--- src/rtl/whiten_sequencer_if.sv ---
// Handshake bundle between the whitening run controller and its datapath.
// master = sequencer side, slave = datapath/environment side.
interface whiten_sequencer_if #(
  parameter int SIZE_A = 8
);
  localparam int ROW_W = (SIZE_A > 1) ? $clog2(SIZE_A) : 1;

  logic                    start;
  logic signed [31:0]      scale;
  logic                    conv_en;
  logic                    eig_start;
  logic signed [31:0]      eig_scale;
  logic                    eig_done;
  logic                    proj_valid;
  logic        [ROW_W-1:0] proj_row;
  logic                    proj_ready;
  logic                    busy;
  logic                    done;
  logic                    err;
  logic        [2:0]       state_o;

  modport master (
    input  start, scale, eig_done, proj_ready,
    output conv_en, eig_start, eig_scale, proj_valid, proj_row,
           busy, done, err, state_o
  );

  modport slave (
    output start, scale, eig_done, proj_ready,
    input  conv_en, eig_start, eig_scale, proj_valid, proj_row,
           busy, done, err, state_o
  );
endinterface

--- src/rtl/whiten_sequencer.sv ---
// Run-level controller for the whitening datapath: conversion, eigen solve
// with watchdog, then row-by-row projection issue.
module whiten_sequencer #(
  parameter int SIZE_A      = 8,
  parameter int CONV_LAT    = 4,
  parameter int EIG_TIMEOUT = 65535,
  parameter int CNT_W       = 16
) (
  input  logic                clk,
  input  logic                rst,
  whiten_sequencer_if.master  bus
);
  localparam int ROW_W = (SIZE_A > 1) ? $clog2(SIZE_A) : 1;
  localparam logic [CNT_W-1:0] CONV_LAST = CNT_W'(CONV_LAT - 1);
  localparam logic [CNT_W-1:0] EIG_LAST  = CNT_W'(EIG_TIMEOUT - 1);
  localparam logic [ROW_W-1:0] ROW_LAST  = ROW_W'(SIZE_A - 1);

  typedef enum logic [2:0] {
    S_IDLE    = 3'd0,
    S_CONVERT = 3'd1,
    S_EIGEN   = 3'd2,
    S_PROJECT = 3'd3,
    S_DONE    = 3'd4,
    S_ERROR   = 3'd5
  } state_t;

  state_t                    state_q, state_d;
  logic        [CNT_W-1:0]   cnt_q, cnt_d;
  logic        [ROW_W-1:0]   row_q, row_d;
  logic signed [31:0]        scale_q, scale_d;
  logic                      eig_start_q, eig_start_d;

  always_ff @(posedge clk or posedge rst) begin
    if (rst) begin
      state_q     <= S_IDLE;
      cnt_q       <= '0;
      row_q       <= '0;
      scale_q     <= '0;
      eig_start_q <= 1'b0;
    end else begin
      state_q     <= state_d;
      cnt_q       <= cnt_d;
      row_q       <= row_d;
      scale_q     <= scale_d;
      eig_start_q <= eig_start_d;
    end
  end

  always_comb begin
    state_d     = state_q;
    cnt_d       = cnt_q;
    row_d       = row_q;
    scale_d     = scale_q;
    eig_start_d = 1'b0;
    unique case (state_q)
      S_IDLE, S_DONE, S_ERROR: begin
        if (bus.start) begin
          scale_d = bus.scale;
          cnt_d   = '0;
          state_d = S_CONVERT;
        end
      end
      S_CONVERT: begin
        // The launch pulse is registered here so it lines up with EIGEN entry.
        if (cnt_q == CONV_LAST) begin
          cnt_d       = '0;
          eig_start_d = 1'b1;
          state_d     = S_EIGEN;
        end else begin
          cnt_d = cnt_q + CNT_W'(1);
        end
      end
      S_EIGEN: begin
        // Completion takes priority over the watchdog on the final cycle.
        if (bus.eig_done) begin
          row_d   = '0;
          state_d = S_PROJECT;
        end else if (cnt_q == EIG_LAST) begin
          state_d = S_ERROR;
        end else begin
          cnt_d = cnt_q + CNT_W'(1);
        end
      end
      S_PROJECT: begin
        if (bus.proj_ready) begin
          if (row_q == ROW_LAST) begin
            row_d   = '0;
            state_d = S_DONE;
          end else begin
            row_d = row_q + ROW_W'(1);
          end
        end
      end
      default: state_d = S_IDLE;
    endcase
  end

  // Every output is a pure decode of registered state, never of inputs.
  assign bus.conv_en    = (state_q == S_CONVERT);
  assign bus.eig_start  = eig_start_q;
  assign bus.eig_scale  = scale_q;
  assign bus.proj_valid = (state_q == S_PROJECT);
  assign bus.proj_row   = row_q;
  assign bus.busy       = (state_q == S_CONVERT) || (state_q == S_EIGEN) ||
                          (state_q == S_PROJECT);
  assign bus.done       = (state_q == S_DONE);
  assign bus.err        = (state_q == S_ERROR);
  assign bus.state_o    = state_q;
endmodule

--- src/flat_wrapper.sv ---
// flat-port wrapper written by rule: the top's interface ports become plain ports
module whiten_sequencer_flat 
#(
  parameter int SIZE_A      = 8,
  parameter int CONV_LAT    = 4,
  parameter int EIG_TIMEOUT = 65535,
  parameter int CNT_W       = 16
)
  (clk, rst, bus_start, bus_scale, bus_eig_done, bus_proj_ready, bus_conv_en, bus_eig_start, bus_eig_scale, bus_proj_valid, bus_proj_row, bus_busy, bus_done, bus_err, bus_state_o);
  whiten_sequencer_if #(.SIZE_A(SIZE_A)) bus_i ();
  input  logic clk;
  input  logic rst;
  input wire logic [$bits(bus_i.start)-1:0] bus_start;
  input wire logic [$bits(bus_i.scale)-1:0] bus_scale;
  input wire logic [$bits(bus_i.eig_done)-1:0] bus_eig_done;
  input wire logic [$bits(bus_i.proj_ready)-1:0] bus_proj_ready;
  output wire logic [$bits(bus_i.conv_en)-1:0] bus_conv_en;
  output wire logic [$bits(bus_i.eig_start)-1:0] bus_eig_start;
  output wire logic [$bits(bus_i.eig_scale)-1:0] bus_eig_scale;
  output wire logic [$bits(bus_i.proj_valid)-1:0] bus_proj_valid;
  output wire logic [$bits(bus_i.proj_row)-1:0] bus_proj_row;
  output wire logic [$bits(bus_i.busy)-1:0] bus_busy;
  output wire logic [$bits(bus_i.done)-1:0] bus_done;
  output wire logic [$bits(bus_i.err)-1:0] bus_err;
  output wire logic [$bits(bus_i.state_o)-1:0] bus_state_o;
  assign bus_i.start = bus_start;
  assign bus_i.scale = bus_scale;
  assign bus_i.eig_done = bus_eig_done;
  assign bus_i.proj_ready = bus_proj_ready;
  assign bus_conv_en = bus_i.conv_en;
  assign bus_eig_start = bus_i.eig_start;
  assign bus_eig_scale = bus_i.eig_scale;
  assign bus_proj_valid = bus_i.proj_valid;
  assign bus_proj_row = bus_i.proj_row;
  assign bus_busy = bus_i.busy;
  assign bus_done = bus_i.done;
  assign bus_err = bus_i.err;
  assign bus_state_o = bus_i.state_o;
  whiten_sequencer #(.SIZE_A(SIZE_A), .CONV_LAT(CONV_LAT), .EIG_TIMEOUT(EIG_TIMEOUT), .CNT_W(CNT_W)) u_core (.clk(clk), .rst(rst), .bus(bus_i));
endmodule
--- config.mk ---
export PLATFORM = sky130hd
export DESIGN_NAME = whiten_sequencer_flat
export DESIGN_NICKNAME = d
export VERILOG_FILES = /design/src/rtl/whiten_sequencer_if.sv /design/src/rtl/whiten_sequencer.sv /design/src/flat_wrapper.sv
export SDC_FILE = /design/constraint.sdc
export NUM_CORES = 1
export LEC_CHECK = 0
export ABC_AREA = 1
export BUFFER_PORTS_ARGS = -buffer_cell sky130_fd_sc_hd__buf_4
export CORE_ASPECT_RATIO = 1.1
export CORE_MARGIN = 2
export CORE_UTILIZATION = 30
export CTS_CLUSTER_SIZE = 24
export DETAILED_ROUTE_END_ITERATION = 16
export SYNTH_ARGS = -nofsm -noshare
export SYNTH_HDL_FRONTEND = slang
export SYNTH_SLANG_ARGS = --single-unit
--- constraint.sdc ---
create_clock -name clk -period 5 [get_ports clk]
set_input_delay 1 -clock clk [delete_from_list [all_inputs] [get_ports clk]]
set_output_delay 1 -clock clk [all_outputs]
set_load 0.1 [all_outputs]
# ---- Word level (Yosys, flattened, before mapping)
# Cells that the tools add are included.
# Widths: inputs -> output; s select.
dict set report classes {
  bitwise_logic 0
  n_reduce_logical 10
  n_lt_le_gt_ge 0
  mul 0
  n_shift 0
  addsub 2
  div 0
  mux 18
  eq_ne 16
}
# operator count
set op_table {}
lappend op_table {{$mux 16} 4}
lappend op_table {{$pmux 16 s3} 1}
lappend op_table {{$mux 3} 9}
lappend op_table {{$add 16x1->16 const B} 1}
lappend op_table {{$eq 16x16->1 const B} 1}
lappend op_table {{$eq 16x2->1 const B} 1}
lappend op_table {{$pmux 3 s4} 1}
lappend op_table {{$ne 2x2->1 const B} 5}
lappend op_table {{$eq 3x3->1 const B} 3}
lappend op_table {{$eq 3x2->1 const B} 2}
lappend op_table {{$pmux 3 s2} 1}
lappend op_table {{$reduce_and 5->1} 1}
lappend op_table {{$ne 2x1->1 const B} 2}
lappend op_table {{$reduce_and 4->1} 1}
lappend op_table {{$add 3x1->3 const B} 1}
lappend op_table {{$eq 3x1->1 const B} 1}
lappend op_table {{$logic_not 3->1} 1}
lappend op_table {{$ne 3x2->1 const B} 1}
lappend op_table {{$reduce_and 3->1} 1}
lappend op_table {{$reduce_bool 3->1} 1}
lappend op_table {{$reduce_or 3->1} 1}
lappend op_table {{$logic_or 1x1->1} 2}
lappend op_table {{$mux 1} 2}
lappend op_table {{$reduce_and 2->1} 1}
lappend op_table {{$reduce_bool 2->1} 1}
dict set report word_totals {
  word_cells 51
  mem_bits_ro 0
  latch_bits 0
  output_inout_bits 44
  ramBits 0
  regBits 55
  memories 0
  inputBits 37
}

# ---- Logic depth before layout (Yosys ltp)
# Gate-level depths: netlist of run 1.
dict set report depth {
  ltp_word 4
  ltp_mapped 11
  mapped_depth_nobuf 11
}

# ---- Worst setup path after synthesis of run 1
# No wires, ideal clock.
dict set report synth_timing {
  kind {register -> output}
  start {register u_core.state_q[1], in the netlist u_core.bus.state_o[1]}
  end {output bus_busy}
  required_ns 4.000
  stages_incl_launch_ff 3
  n_path_buf 0
  arrival_ns 3.385
  slack_ns 0.615
  path_cell_list {dfrtp_1 inv_2 o21ai_0}
}
dict set report synth_via {
  elab_chain_cells 3
  word_cells_on_any_way 5
  cone_classes {3 x eq/ne; 2 x reduce/logical}
}
# item line
set synth_lines {}
lappend synth_lines {{start: declaration} whiten_sequencer.sv:27} ;# state_t state_q, state_d;
lappend synth_lines {{start signal: assignment} whiten_sequencer.sv:41} ;# state_q <= state_d;
lappend synth_lines {{$eq 3x1->1 / $eq 3x2->1 (equally long branches)} whiten_sequencer.sv:104} ;# assign bus.busy = (state_q == S_CONVERT) || (state_q == S_EIGEN) ||
lappend synth_lines {{$logic_or 1x1->1} whiten_sequencer.sv:104}
lappend synth_lines {{$logic_or 1x1->1 (*)} whiten_sequencer.sv:104}
lappend synth_lines {{end: declaration} flat_wrapper.sv:22} ;# output wire logic [$bits(bus_i.busy)-1:0] bus_busy;
# Every way passes the cells marked *; elsewhere a longest branch is shown, timed or not.

# ---- Worst setup path in the final report of run 1
dict set report layout_timing {
  start {register u_core.state_q[2], in the netlist u_core.bus.state_o[2]}
  end {output bus_conv_en}
}
dict set report layout_via {
  elab_chain_cells 1
}
# item line
set layout_lines {}
lappend layout_lines {{$eq 3x1->1} whiten_sequencer.sv:99} ;# assign bus.conv_en = (state_q == S_CONVERT);
lappend layout_lines {{end: declaration} flat_wrapper.sv:17} ;# output wire logic [$bits(bus_i.conv_en)-1:0] bus_conv_en;
# Every way passes these cells.

==> run metrics, run 1 <==
GRT Overall Usage=0.123; fin crit period=between 2 and 3 ns; TNS Setup=0 ns; clk slew on worst S/H paths=0.10 ns; Placed Area=3630 um2; via/cell ratio=4.68; status=complete, no violations; H-Tree Depth=2; CTS Root Cell=clkbuf_8; layer with the highest usage=met2; Final Hold Viols=0; WS Path Type=reg2out; hpwl dp=4.86 mm; GP Congestion=0.883; final setup vio count=0; synthesized area=2940 um2; worst slew pin tran=~0.7 ns; Final Cell Area=3730 um2; # rows=37; CTS tree=yes; fmax=0.374 GHz; DRT Pass-1 Iters=4; met1 Use GR=0.162; die height=108 um; area fraction of the dominant cell type after synthesis=0.468; hold buffers post-CTS=0; Data required, critical path=roughly 4.0 ns; Post-synth top cells=73 x nand2_1, 55 x dfrtp_1, 31 x inv_1, 31 x mux2_2, 27 x nor2_1; Mean Syn Cell Area=about 9 um2; met3 Resource Use GR=0.0312; first-pass GRT wire length=10.8 mm; CP Max Fanout=12; RSZ-0062 raised after global routing=no; Worst slew margin=0.529; die width=98.4 um; Area contributors post-synth=dfrtp_1 47%, mux2_2 12%, nand2_1 9.3%; drc violations=0; Resize count post-CTS=0; crit path DAT=1.67 ns; Ports=81; Synth Register Bits=55; largest net degree at the start of global routing=56; Initial Util=0.311; Avg WL per Cell=12.5 um; syn_nets=358; DR iter-0 viols=between 100 and 150; vias in the first global route=about 2300; Worst setup EP type=output port; area grow syn2layout=26.9%; clk sinks=55; Final Slew Violations=0; startpoint types=flop; Total Routed Length=6.49 mm; diode count=0; Async SR Flop Fraction=1.00; antenna violations before repair=0; clk_lat worst skew=0.31 ns; Fin Clk Skew=0.00748 ns; worst-case clock buffer depth=2; Cells after Synth=317; Via Count=around 2400; Port-buffer cells=80; Tcrit/Tclk final=0.535; area leader, netlist=dfrtp_1; post-route ant nets=0; setup bufs post-CTS=0; CTS buffer count=5; Post-synth EDFFs=0; multi-input logic area=1360 um2; Core ar.=9440 um2; main flop type after synthesis=dfrtp_1; Distinct cells, synth=31; share of cells above drive strength 1=0.372; max-cap violations=0; most repeated cell in the gate-level netlist after synthesis=nand2_1; full die area=10600 um2; total grt overflow=0; FF+latch area=1380 um2; Synthesis Warnings=0; met2 global-route usage=0.201; # fillers=968; Seq/Total Area, Yosys=0.468; worst hold path type=reg2reg; fin nets=about 440
## worst paths after layout
kind | startpoint | endpoint | slack [ns] | cells past startpoint
max | u_core.bus.state_o[2]$_DFFE_PP0P_ | bus_conv_en | 2.33 | 5
min | u_core.bus.eig_scale[11]$_DFFE_PP0P_ | u_core.bus.eig_scale[11]$_DFFE_PP0P_ | 0.51 | 1
max reg2reg | u_core.cnt_q[0]$_DFFE_PP0P_ | u_core.cnt_q[14]$_DFFE_PP0P_ | 3.15 | 11
min reg2reg | u_core.bus.eig_scale[11]$_DFFE_PP0P_ | u_core.bus.eig_scale[11]$_DFFE_PP0P_ | 0.51 | 1
max in group asynchronous | rst | u_core.bus.state_o[0]$_DFFE_PP0P_ | 3.65 | 3
min in group asynchronous | rst | u_core.bus.eig_scale[31]$_DFFE_PP0P_ | 0.89 | 3
## kinds of logic after synthesis
kind of cell,share of synthesized area
adder cells (fa/ha/maj),0.0170
AND/OR/NAND/NOR,0.240
XOR/XNOR,0.0149
multiplexers,0.123
flip-flops,0.468
buffers and inverters,0.0702
AO/OA/AOI/OAI,0.0677
## registers in the layout (all words and copies together), names as in the netlist
name	count
u_core.bus.eig_scale	32
u_core.bus.eig_start	1
u_core.bus.proj_row	3
u_core.bus.state_o	3
u_core.cnt_q	16
## cell usage in the layout, fill, tap and decap left out, drive strengths merged
cell / instances
a21o: 1
clkinvlp: 1
nand3: 25
ha: 4
xor2: 5
o211ai: 7
nor4: 2
inv: 34
clkinv: 2
o21ai: 16
mux2: 32
dfrtp: 55
o21a: 1
and2: 1
a21oi: 5
nor2: 32
nor3: 4
buf: 82
nand4: 6
nand2: 80
clkbuf: 6
## metal layers
metal,wire (um),part of all wire
met3,502,0.077
met4,66,0.010
met5,0,0
met1,2940,0.45
met2,2990,0.46
## metrics by stage
step                 util  hold slack (ns)  worst slack, ns  instances
floorplan               -            0.497            0.615        317
global placement    0.385            0.481             2.71        510
detailed placement  0.385            0.487             2.67        510
CTS                 0.395            0.511             2.32        518
global route        0.395            0.532             2.22        518
finish              0.395            0.506             2.33        518
## final cells by class
type                    instances  share of cell area
clock buffers                   6              0.0221
repair buffers                 82               0.165
clock inverters                 2             0.00436
inverters                      35              0.0366
flip-flops and latches         55               0.369
well taps                     117              0.0392
multi-input cells             221               0.364
## critical path: stages (launching register included)
cell	delay [ns]
dfrtp_1	0.49
inv_2	0.12
nand2_2	0.12
nor2_1	0.11
buf_4	0.20
buf_4	0.32
Power of run 1 is not shown: default switching activity piles up to over one toggle a cycle in this logic, so the estimate is an artifact.
==> run 2: changes to the inputs <==
clock period = 2.7 ns   (was 5 ns; I/O delays follow)
==> run 2 against run 1 <==
First-iteration DRC count decreased by 36%. Clock-buffer cell count is the same. Setup slack worse by 1.9 ns. Flip-flop and latch count unchanged. Final area increased by 1.0%. Via count decreased by 2.3%. Critical path depth shrank 1. Sequential share of layout area fell by 0.38 points. Non-clock buffer count is 1 higher. Core utilization increased by 0.41 points. Register-to-register slack lost 2.3 ns. Critical path type unchanged.
==> run metrics, run 2 (synthesis results as in run 1) <==
status=complete, no violations (unchanged); worst hold path type=in2async (was reg2reg); Inst Count DP=511 (was 510); Initial Util=0.311 (unchanged); full die area=10600 um2 (unchanged); Fin Clk Skew=0.00636 ns (was 0.00748 ns); vias in the first global route=2337 (was 2291); worst-case clock buffer depth=2 (unchanged); Ports=81 (unchanged); final non-filler cell total=519 (was 518); Via Count=2368 (was 2423); Final Slew Violations=0 (unchanged); # fillers=957 (was 968); CTS buffer count=5 (unchanged); met2 global-route usage=0.206 (was 0.201); Port-buffer cells=80 (unchanged); CTS Root Cell=clkbuf_8 (unchanged); drc violations=0 (unchanged); die height=108 um (unchanged); Core ar.=9440 um2 (unchanged); share of cells above drive strength 1=0.381 (was 0.372); largest net degree at the start of global routing=33 (was 56); crit-path max cell delay=0.50 ns (was 0.49 ns); most common cell after layout, fill and taps aside=buf_4 (unchanged); CTS tree=yes (unchanged); DR iter-0 viols=83 (was 129); via/cell ratio=4.56 (was 4.68); layer with the highest usage=met2 (unchanged); Crit path buffers/inverters=2 (was 3); clk slew on worst S/H paths=0.10 ns (about the same); RSZ-0062 raised after global routing=no (unchanged); fin nets=442 (was 441); Avg WL per Cell=12.2 um (was 12.5 um); met3 Resource Use GR=0.0292 (was 0.0312); Final Hold Viols=0 (unchanged); CP Max Fanout=7 (was 12); antenna violations before repair=0 (unchanged); fin crit period=2.24 ns; slowest CP cell=dfrtp_1 (unchanged); GRT Overall Usage=0.126 (was 0.123); clk_lat worst skew=0.31 ns (about the same); # rows=37 (unchanged); clk sinks=55 (unchanged); DRT Pass-1 Iters=4 (unchanged); max-cap violations=0 (unchanged); setup bufs post-CTS=0 (unchanged); met1 Use GR=0.167 (was 0.162); CP delay by family, top=flip-flops (was buffers and inverters); Total Routed Length=6.34 mm (was 6.49 mm); hpwl dp=4.96 mm (was 4.86 mm); Data required, critical path=2.16 ns (was 4.00 ns); post-route ant nets=0 (unchanged); Worst setup EP type=output port (unchanged); area grow syn2layout=28.2% (was 26.9%); hold buffers post-CTS=0 (unchanged); worst slew pin tran=0.509 ns (was 0.706 ns); number of flip-flops in the largest register=32 (unchanged); H-Tree Depth=2 (unchanged); GP Congestion=0.896 (was 0.883); final setup vio count=0 (unchanged); die width=98.4 um (unchanged); startpoint types=flop (unchanged); commonest cells after routing, fill and taps aside=83 x buf_4, 73 x nand2_1, 55 x dfrtp_1 (was 82 x buf_4, 73 x nand2_1, 55 x dfrtp_1); total grt overflow=0 (unchanged); CP Cell Sequence=inv_2, nand2_2, nor2_1, buf_4 (was inv_2, nand2_2, nor2_1, buf_4, buf_4); WS Path Type=reg2out (unchanged); Resize count post-CTS=0 (unchanged); Worst slew margin=0.660 (was 0.529); crit path DAT=1.70 ns (was 1.67 ns); fmax=about 0.45 GHz; first-pass GRT wire length=11.0 mm (was 10.8 mm); diode count=0 (unchanged); Tcrit/Tclk final=0.829
[run 2: cell types whose count changed in the layout (fill, tap and decap cells not counted)]
cell     change
buf_4        +1
nor2_2       -1
o21ai_0      -1
nor3_4       +2
o21ai_2      +1
nor3_1       -2
nor2_4       +1
[run 2: per-layer routing]
metal | vias to the layer above | routed length [um]
li1 | 1210 | -
met1 | 1079 | 2870
met2 | 72 | 2930
met3 | 7 | 459
met4 | 0 | 83
met5 | - | 0
[run 2: cell type report]
| class | instances | area, um2 | share of cell area |
|---|---|---|---|
| clock buffer | 6 | 82.6 | 0.0219 |
| tap | 117 | 146 | 0.0388 |
| inverter | 35 | 136 | 0.0362 |
| multi-input combinational | 221 | 1390 | 0.368 |
| clock inverter | 2 | 16.3 | 0.00431 |
| sequential | 55 | 1380 | 0.365 |
| timing repair buffer | 83 | 623 | 0.165 |
[run 2: path summary, 6_finish.rpt]
check	startpoint	end	slack (ns)	cells after the start
min in group clk	bus_scale[11]	u_core.bus.eig_scale[11]$_DFFE_PP0P_	0.45	2
max reg2reg	u_core.bus.state_o[1]$_DFFE_PP0P_	u_core.cnt_q[8]$_DFFE_PP0P_	0.83	9
max	u_core.bus.state_o[2]$_DFFE_PP0P_	bus_conv_en	0.46	4
min	rst	u_core.bus.eig_scale[16]$_DFFE_PP0P_	0.25	2
min reg2reg	u_core.bus.eig_scale[11]$_DFFE_PP0P_	u_core.bus.eig_scale[11]$_DFFE_PP0P_	0.51	1
max in group asynchronous	rst	u_core.bus.eig_scale[8]$_DFFE_PP0P_	1.82	3
[run 2: metrics by stage]
stage          setup TNS, ns  cell area (um2)  hold WS (ns)   util  setup slack (ns)
3_5_place_dp               0             3670         0.494  0.389             0.725
4_1_cts                    0             3770         0.271  0.399             0.362
6_report                   0             3770         0.255  0.399             0.461
2_1_floorplan        -0.0690             2970         0.497      -           -0.0663
3_3_place_gp               0             3670         0.476  0.389             0.768
5_1_grt                    0             3770         0.291  0.399             0.311
[run 2: worst register-to-register path, delay by kind of cell (launching register included)]
| family | cells | cell delay (ns) |
|---|---|---|
| AND/OR/NAND/NOR | 6 | 0.78 |
| flip-flops | 1 | 0.57 |
| buffers and inverters | 3 | 0.42 |
Power of run 2 is left out for the same reason.
